==> config.mk <==
export PLATFORM = sky130hd
export DESIGN_NAME = nibble_serial_adder
export DESIGN_NICKNAME = d
export VERILOG_FILES = /design/src/rtl/nibble_serial_adder.sv
export SDC_FILE = /design/constraint.sdc
export NUM_CORES = 1
export LEC_CHECK = 0
export CAP_MARGIN = 25
export CORE_UTILIZATION = 50
export CTS_CLUSTER_DIAMETER = 100
export CTS_CLUSTER_SIZE = 12
export DETAILED_ROUTE_END_ITERATION = 10
export MAX_ROUTING_LAYER = met4
export PLACE_DENSITY = 0.85
export SYNTH_ARGS = -nofsm -noshare
export SYNTH_HDL_FRONTEND = slang
export SYNTH_SLANG_ARGS = --single-unit
==> constraint.sdc <==
create_clock -name Clk -period 5.6 [get_ports Clk]
set_input_delay 0.84 -clock Clk [delete_from_list [all_inputs] [get_ports Clk]]
set_output_delay 0.84 -clock Clk [all_outputs]
set_load 0.01 [all_outputs]
==> src/rtl/nibble_serial_adder.sv <==
// Purpose: serial adder/subtractor, one 4-bit carry-lookahead group per clock.
// Latency: WIDTH/4 cycles in RUN after the start edge, then a one-cycle done pulse.
// Backpressure: none; start is ignored while busy, so callers wait for done.
//
// Ports:
//   Clk, Reset      - clock and synchronous active-high reset
//   start, sub, cin - operation request, subtract select, add-mode carry-in
//   A, B            - operands, captured only on the accepting edge
//   busy, done      - state decodes (RUN / DONE)
//   Sum, Cout, ovf  - registered result, carry out, two's-complement overflow
module nibble_serial_adder #(
    parameter int WIDTH = 16
) (
    input  logic             Clk,
    input  logic             Reset,
    input  logic             start,
    input  logic             sub,
    input  logic [WIDTH-1:0] A,
    input  logic [WIDTH-1:0] B,
    input  logic             cin,
    output logic             busy,
    output logic             done,
    output logic [WIDTH-1:0] Sum,
    output logic             Cout,
    output logic             ovf
);

    localparam int NIB = WIDTH / 4;
    localparam int IW  = $clog2(NIB);
    localparam logic [IW-1:0] LAST = IW'(NIB - 1);

    typedef enum logic [1:0] {
        IDLE = 2'd0,
        RUN  = 2'd1,
        DONE = 2'd2
    } state_t;

    state_t           state;
    logic [IW-1:0]    idx;
    logic             carry;
    logic [WIDTH-1:0] opA;
    logic [WIDTH-1:0] opB;

    logic [3:0] a_nib, b_nib, p, g, c, nib_sum;
    logic       grp_p, grp_g, carry_nxt, ovf_nxt;

    // One lookahead group on the nibble selected by idx.
    always_comb begin
        a_nib = opA[{idx, 2'b00} +: 4];
        b_nib = opB[{idx, 2'b00} +: 4];
        p     = a_nib ^ b_nib;
        g     = a_nib & b_nib;

        c[0] = carry;
        c[1] = g[0] | (p[0] & carry);
        c[2] = g[1] | (p[1] & g[0]) | (p[1] & p[0] & carry);
        c[3] = g[2] | (p[2] & g[1]) | (p[2] & p[1] & g[0]) | (p[2] & p[1] & p[0] & carry);

        grp_p = &p;
        grp_g = g[3] | (p[3] & g[2]) | (p[3] & p[2] & g[1]) | (p[3] & p[2] & p[1] & g[0]);

        carry_nxt = grp_g | (grp_p & carry);
        nib_sum   = p ^ c;

        // a^b^sum at the MSB recovers the carry into the MSB; XOR with the
        // carry out gives signed overflow. Only meaningful on the last nibble.
        ovf_nxt = carry_nxt ^ (opA[WIDTH-1] ^ opB[WIDTH-1] ^ nib_sum[3]);
    end

    always_ff @(posedge Clk) begin
        if (Reset) begin
            state <= IDLE;
            idx   <= '0;
            carry <= 1'b0;
            opA   <= '0;
            opB   <= '0;
            Sum   <= '0;
            Cout  <= 1'b0;
            ovf   <= 1'b0;
        end else begin
            case (state)
                IDLE, DONE: begin
                    if (start) begin
                        opA   <= A;
                        // Subtract as A + ~B + 1; cin is irrelevant then.
                        opB   <= sub ? ~B : B;
                        carry <= sub ? 1'b1 : cin;
                        idx   <= '0;
                        Sum   <= '0;
                        Cout  <= 1'b0;
                        ovf   <= 1'b0;
                        state <= RUN;
                    end else if (state == DONE) begin
                        state <= IDLE;
                    end
                end
                RUN: begin
                    Sum[{idx, 2'b00} +: 4] <= nib_sum;
                    carry                  <= carry_nxt;
                    if (idx == LAST) begin
                        // idx stays at LAST; it only returns to 0 on acceptance.
                        Cout  <= carry_nxt;
                        ovf   <= ovf_nxt;
                        state <= DONE;
                    end else begin
                        idx <= idx + IW'(1);
                    end
                end
                default: state <= IDLE;
            endcase
        end
    end

    assign busy = (state == RUN);
    assign done = (state == DONE);

endmodule

==> results.md, run 1 <==
* Status: finished, final reports clean
* Clock Path Buffers at 2
* Worst Setup End Kind: register
* Total grt overflow at 0
* Skew final at roughly 0.0048 ns
* Vias in the first global route at 1996
* Fmax at 0.3531 GHz
* Crit path max fanout at 16
* Initial antenna violation count at 0
* Max stage delay on crit path at 0.80 ns
* Met2 GRT Util at 0.3578
* Met3 track demand over resource at 0.03704
* Max Slew Vio Count at 0
* Routability Congestion at 0.7824
* Met1 GRT Util at 0.2821
* CTS clk-pin slew, worst paths at 0.09 ns
* Root buffer cell: clkbuf_8
* Initial cell density of the core at 0.5312
* Synthesized Nets at 321
* Setup Viol. Count Final at 0
* #FFs+latches synth at 55
* TNS Setup at 0 ns
* Cts repair resizes at 0
* Post-CTS setup buffer count at 0
* Mean Syn Cell Area at 9.338 µm²
* Detailed Route WL at 5195 µm
* Tcrit/Tclk final at 0.5057
* Routed vias/inst at 5.320
* Ports at 57
* Critical Path Source: idx[0]
* Max_cap viols at 0
* Max-slew headroom at 0.3650
* HPWL Detailed at roughly 3700 µm
* CP top delay family: compound AO/OA/AOI/OAI gates
* First-pass DRT Iterations at 4
* Leak at about 1.2 nW
* Per-cell routed wire length at 13.39 µm
* Antenna viol nets, final at 0
* Die W at between 70 and 80 µm
* Nets at 367
* Critical path, cell by cell: mux4_2 > ha_1 > a21oi_1 > o21ai_2 > xor2_1 > a211o_1 > o22ai_1
* Synth unique cells at 38
* Sequential area share after synthesis at 0.4303
* Final instance count without filler cells at 388
* Die extent in y at 73.54 µm
* Total power at 0.0008497 W
* Worst Hold Slack at 0.4600 ns
* CP required at 5.84 ns
* Startpoint Class: register
* Clk sinks at 55
* R2r startpoint: idx[0]
* Hold path start: opA[6]
* Final worst slack at ~2.8 ns
* Crit-path slowest cell: dfxtp_1
* Die footprint at 5407 µm²
* Vias at 2064
* Pwr/cell area at 262.5 nW/µm²
* First-pass GRT wire length at around 9000 µm
* RSZ-0062 raised after global routing: false
* Synthesized area at around 2600 µm²
* N_diodes at 0
* Total GRT Usage at 0.2236
* Hold bufs inserted after CTS at 0
* Num CTS Buffers at 5
* Buf/Inv on CP at 0
* Synth Instances at about 270
* Synth-to-Final Area Change at 26.50%
* Crit Path Category: reg -> reg
* Most used routing layer: met2
* Placed cell count at 379
* DP Worst Slack at 2.694 ns
* Min cycle time layout at roughly 2.8 ns
* PortBufs at 56
* Initial DRC count at between 100 and 150
* CTS tree: built
* Layout cell share with drive strength beyond 1 at 0.07788
* Htree depth at 2
* Largest net degree at the start of global routing at 57
* Rows at 25
* Hold Crit Class: reg -> reg
* Maximum VDD drop at 145.9 µV
* YS warnings at 0
* Worst-Margin Slew at 0.9526 ns
* Clock insertion delay at the later pin of the skew report at 0.31 ns
* Critical Path AT at approximately 3.1 ns
* Core Area at about 4800 µm²
* DRC at 0
* Final Hold Fails at 0
path summary, 6_finish.rpt:
path / end / cells past startpoint / slack, ns
max: ovf / 7 / 2.77
max reg2reg: ovf / 7 / 2.77
min: opA[6] / 2 / 0.46
min reg2reg: opA[6] / 2 / 0.46
cells in the final DEF, fill, tap and decap left out, types with 2 or more instances in the layout:
master           netlist  routed
xor2_1                 3       3
inv_1                  3       3
clkdlybuf4s50_1        0      55
mux4_2                 8       8
dfxtp_1               55      55
nor3_1                 2       2
and4_1                 2       2
nand2_1               39      39
nor2_1                39      39
a31oi_1                2       2
clkbuf_8               2       5
xnor2_1               17      17
a21oi_1               24      24
ha_1                   9       9
a211oi_1              17      17
a22oi_1               16      16
where the power goes:
part	leakage [nW]	total (W)	switching (W)	internal, W
clock network	0.0581	0.000260	0.000127	0.000133
registers	0.450	0.000429	0.0000166	0.000412
logic	0.678	0.000160	0.0000829	0.0000775
cell usage after synthesis (all sizes together):
library cell | number | area, µm²
dfxtp | 55 | 1101
nand2 | 39 | 146.4
nor2 | 39 | 146.4
a21oi | 24 | 120.1
a211oi | 17 | 127.6
xnor2 | 17 | 148.9
a22oi | 16 | 120.1
buf | 11 | 55.06
ha | 9 | 112.6
mux4 | 8 | 180.2
clkbuf | 7 | 46.30
inv | 4 | 15.01
xor2 | 4 | 42.55
a21o | 2 | 16.27
a31oi | 2 | 12.51
and4 | 2 | 17.52
nand2b | 2 | 20.02
nor2b | 2 | 12.51
nor3 | 2 | 10.01
o21ai | 2 | 13.76
a211o | 1 | 8.760
a2bb2oi | 1 | 8.760
a41oi | 1 | 16.27
fa | 1 | 20.02
nand3 | 1 | 5.000
nor4 | 1 | 6.260
nor4b | 1 | 8.760
o22ai | 1 | 6.260
o31ai | 1 | 7.510
or3 | 1 | 6.260
sequential cells by signal (all words and copies together), names as in the netlist:
name	flops
Sum	16
idx	2
state	2
Cout	1
ovf	1
carry	1
opA	16
opB	16
tightest hold or removal path, cell delays in order, from the launching register on:
cell     delay, ns
dfxtp_1       0.32
nand2_1       0.05
a21oi_1       0.05
kinds of logic (layout without fill, tap and decap cells):
kind of cell,after synthesis,after routing,synth area share
simple gates,90,90,0.1482
xor+xnor,21,21,0.07482
flops,55,55,0.4303
compound gates,68,68,0.1790
mux,8,8,0.07041
fa+ha+maj,10,10,0.05183
buf+inv,22,69,0.04548
final cells by class:
type,count,area [µm²]
inverters,4,15.01
clock inverters,3,43.79
flip-flops and latches,55,1101
repair buffers,57,575.6
clock buffers,5,68.82
fillers,399,1580
well taps,67,83.83
multi-input cells,197,1349
per-stage QoR:
step                  util  instance area (µm²)
floorplan                -                 2559
global route        0.6719                 3237
CTS                 0.6678                 3217
global placement    0.6444                 3104
finish              0.6719                 3237
detailed placement  0.6444                 3104
per-layer routing:
metal | up-vias | share of wire
met4 | 0 | 0.023
met2 | 57 | 0.48
met5 | - | 0
met1 | 941 | 0.46
li1 | 1055 | -
met3 | 11 | 0.038
Power figures use the tool's default switching activity.
==> run 2, diff against run 1 <==
clock period = 2.8 ns   (was 5.6 ns; I/O delays follow)
==> results.md, run 2 (synthesis results as in run 1) <==
* Max_cap viols at 0
* Worst Setup End Kind: register
* Hold Crit Class: reg -> reg
* Skew final at 0.005619 ns
* Final Hold Fails at 0
* Initial DRC count at 143
* Critical Path AT at 2.80 ns
* Maximum VDD drop at roughly 320 µV
* Register area at 1101 µm²
* Post-DP Area at 3157 µm²
* CTS tree: built
* Root buffer cell: clkbuf_8
* Critical path, cell by cell: mux4_2 > ha_1 > a41oi_2 > o21ai_2 > xor2_1 > a211o_1 > o22ai_1
* PortBufs at 56
* Max-slew headroom at 0.5309
* Setup Viol. Count Final at 0
* Min cycle time layout at 2.560 ns
* Final instance area at 3293 µm²
* Most frequent cells in the layout: dfxtp_1, clkdlybuf4s50_1, nand2_1, nor2_1, a21oi_1
* CP required at 3.04 ns
* Vias in the first global route at 2104
* Vias at 2129
* Initial cell density of the core at 0.5312
* RSZ-0062 raised after global routing: false
* Layout cell share with drive strength beyond 1 at 0.09480
* Synth-to-Final Area Change at 28.70%
* Detailed Route WL at 5705 µm
* Total grt overflow at 0
* First-pass GRT wire length at 9404 µm
* TNS Setup at 0 ns
* Clock insertion delay at the later pin of the skew report at 0.31 ns
* Worst-Margin Slew at 0.7037 ns
* HPWL Detailed at between 4000 and 5000 µm
* Antenna viol nets, final at 0
* Startpoint Class: register
* Tcrit/Tclk final at 0.9142
* Die W at between 70 and 80 µm
* Max Slew Vio Count at 0
* Leading registers by flop count: Sum x16, opA x16, opB x16
* Core Area at 4817 µm²
* Htree depth at 2
* Crit Path Category: reg -> reg
* CTS clk-pin slew, worst paths at 0.10 ns
* Clk sinks at between 50 and 60
* N_diodes at 0
* Largest net degree at the start of global routing at 39
* Crit path max fanout at 8
* Nets at approximately 370
* Fmax at 0.3907 GHz
* Num CTS Buffers at 5
* Per-cell routed wire length at roughly 14 µm
* Ports at 57
* Initial antenna violation count at 0
* Hold bufs inserted after CTS at 0
* Worst Hold Slack at 0.4601 ns
* Clock Path Buffers at 2
* Max stage delay on crit path at 0.55 ns
* Multi-input logic area at 1349 µm²
* Cts repair resizes at 0
* Total GRT Usage at 0.2358
* Routed vias/inst at 5.404
* Routability Congestion at just over 0.9
* Leak at 1.219 nW
* First-pass DRT Iterations at 5
* Pwr/cell area at 547.8 nW/µm²
* Status: finished, final reports clean
* Rows at 25
* Post-CTS setup buffer count at 0
* Filler cells at 389
* Die footprint at ~5400 µm²
* DRC at 0
* Crit-path slowest cell: dfxtp_1
* Die extent in y at between 70 and 80 µm
==> run 2: area by class of cell <==
type,instances,area share
Clock inverter,3,0.02052
Clock buffer,5,0.02090
Timing Repair Buffer,63,0.1847
Multi-Input combinational cell,197,0.4096
Inverter,4,0.004559
Sequential cell,55,0.3343
Tap cell,67,0.02546
==> run 2: report_power, final <==
| part | switching (W) | internal [W] |
|---|---|---|
| clock network | 0.000259 | 0.000356 |
| logic | 0.000174 | 0.000159 |
| registers | 0.0000320 | 0.000825 |
==> run 2: worst paths after layout <==
kind / startpoint / end / slack, ns / cells past startpoint
worst max register to register: idx[1] / ovf / 0.24 / 7
worst min-delay path: opA[4] / opA[4] / 0.46 / 2
worst min register to register: opA[4] / opA[4] / 0.46 / 2
worst max-delay path: idx[1] / ovf / 0.24 / 7
==> run 2: critical path, delay by kind of cell (launching register included) <==
kind / cells / cell delay [ns]
mux: 1 / 0.55
flops: 1 / 0.55
fa+ha+maj: 1 / 0.37
compound gates: 4 / 0.82
xor+xnor: 1 / 0.18
==> run 2: layer usage <==
layer	wire (µm)	global-route usage	vias up
met5	0	-	-
met4	129	0.08120	0
met3	300	0.04252	18
met2	2872	0.4179	86
met1	2403	0.2659	966
li1	-	-	1059
==> run 2: stage by stage <==
stage               cells  power, W  setup slack (ns)  utilization
floorplan             274  0.001082            0.3023            -
global route          394  0.001872           0.06132       0.6836
global placement      386  0.001189            0.3650       0.6553
finish                394  0.001804            0.2404       0.6836
detailed placement    386  0.001203            0.2804       0.6553
CTS                   394  0.001807            0.2366       0.6836
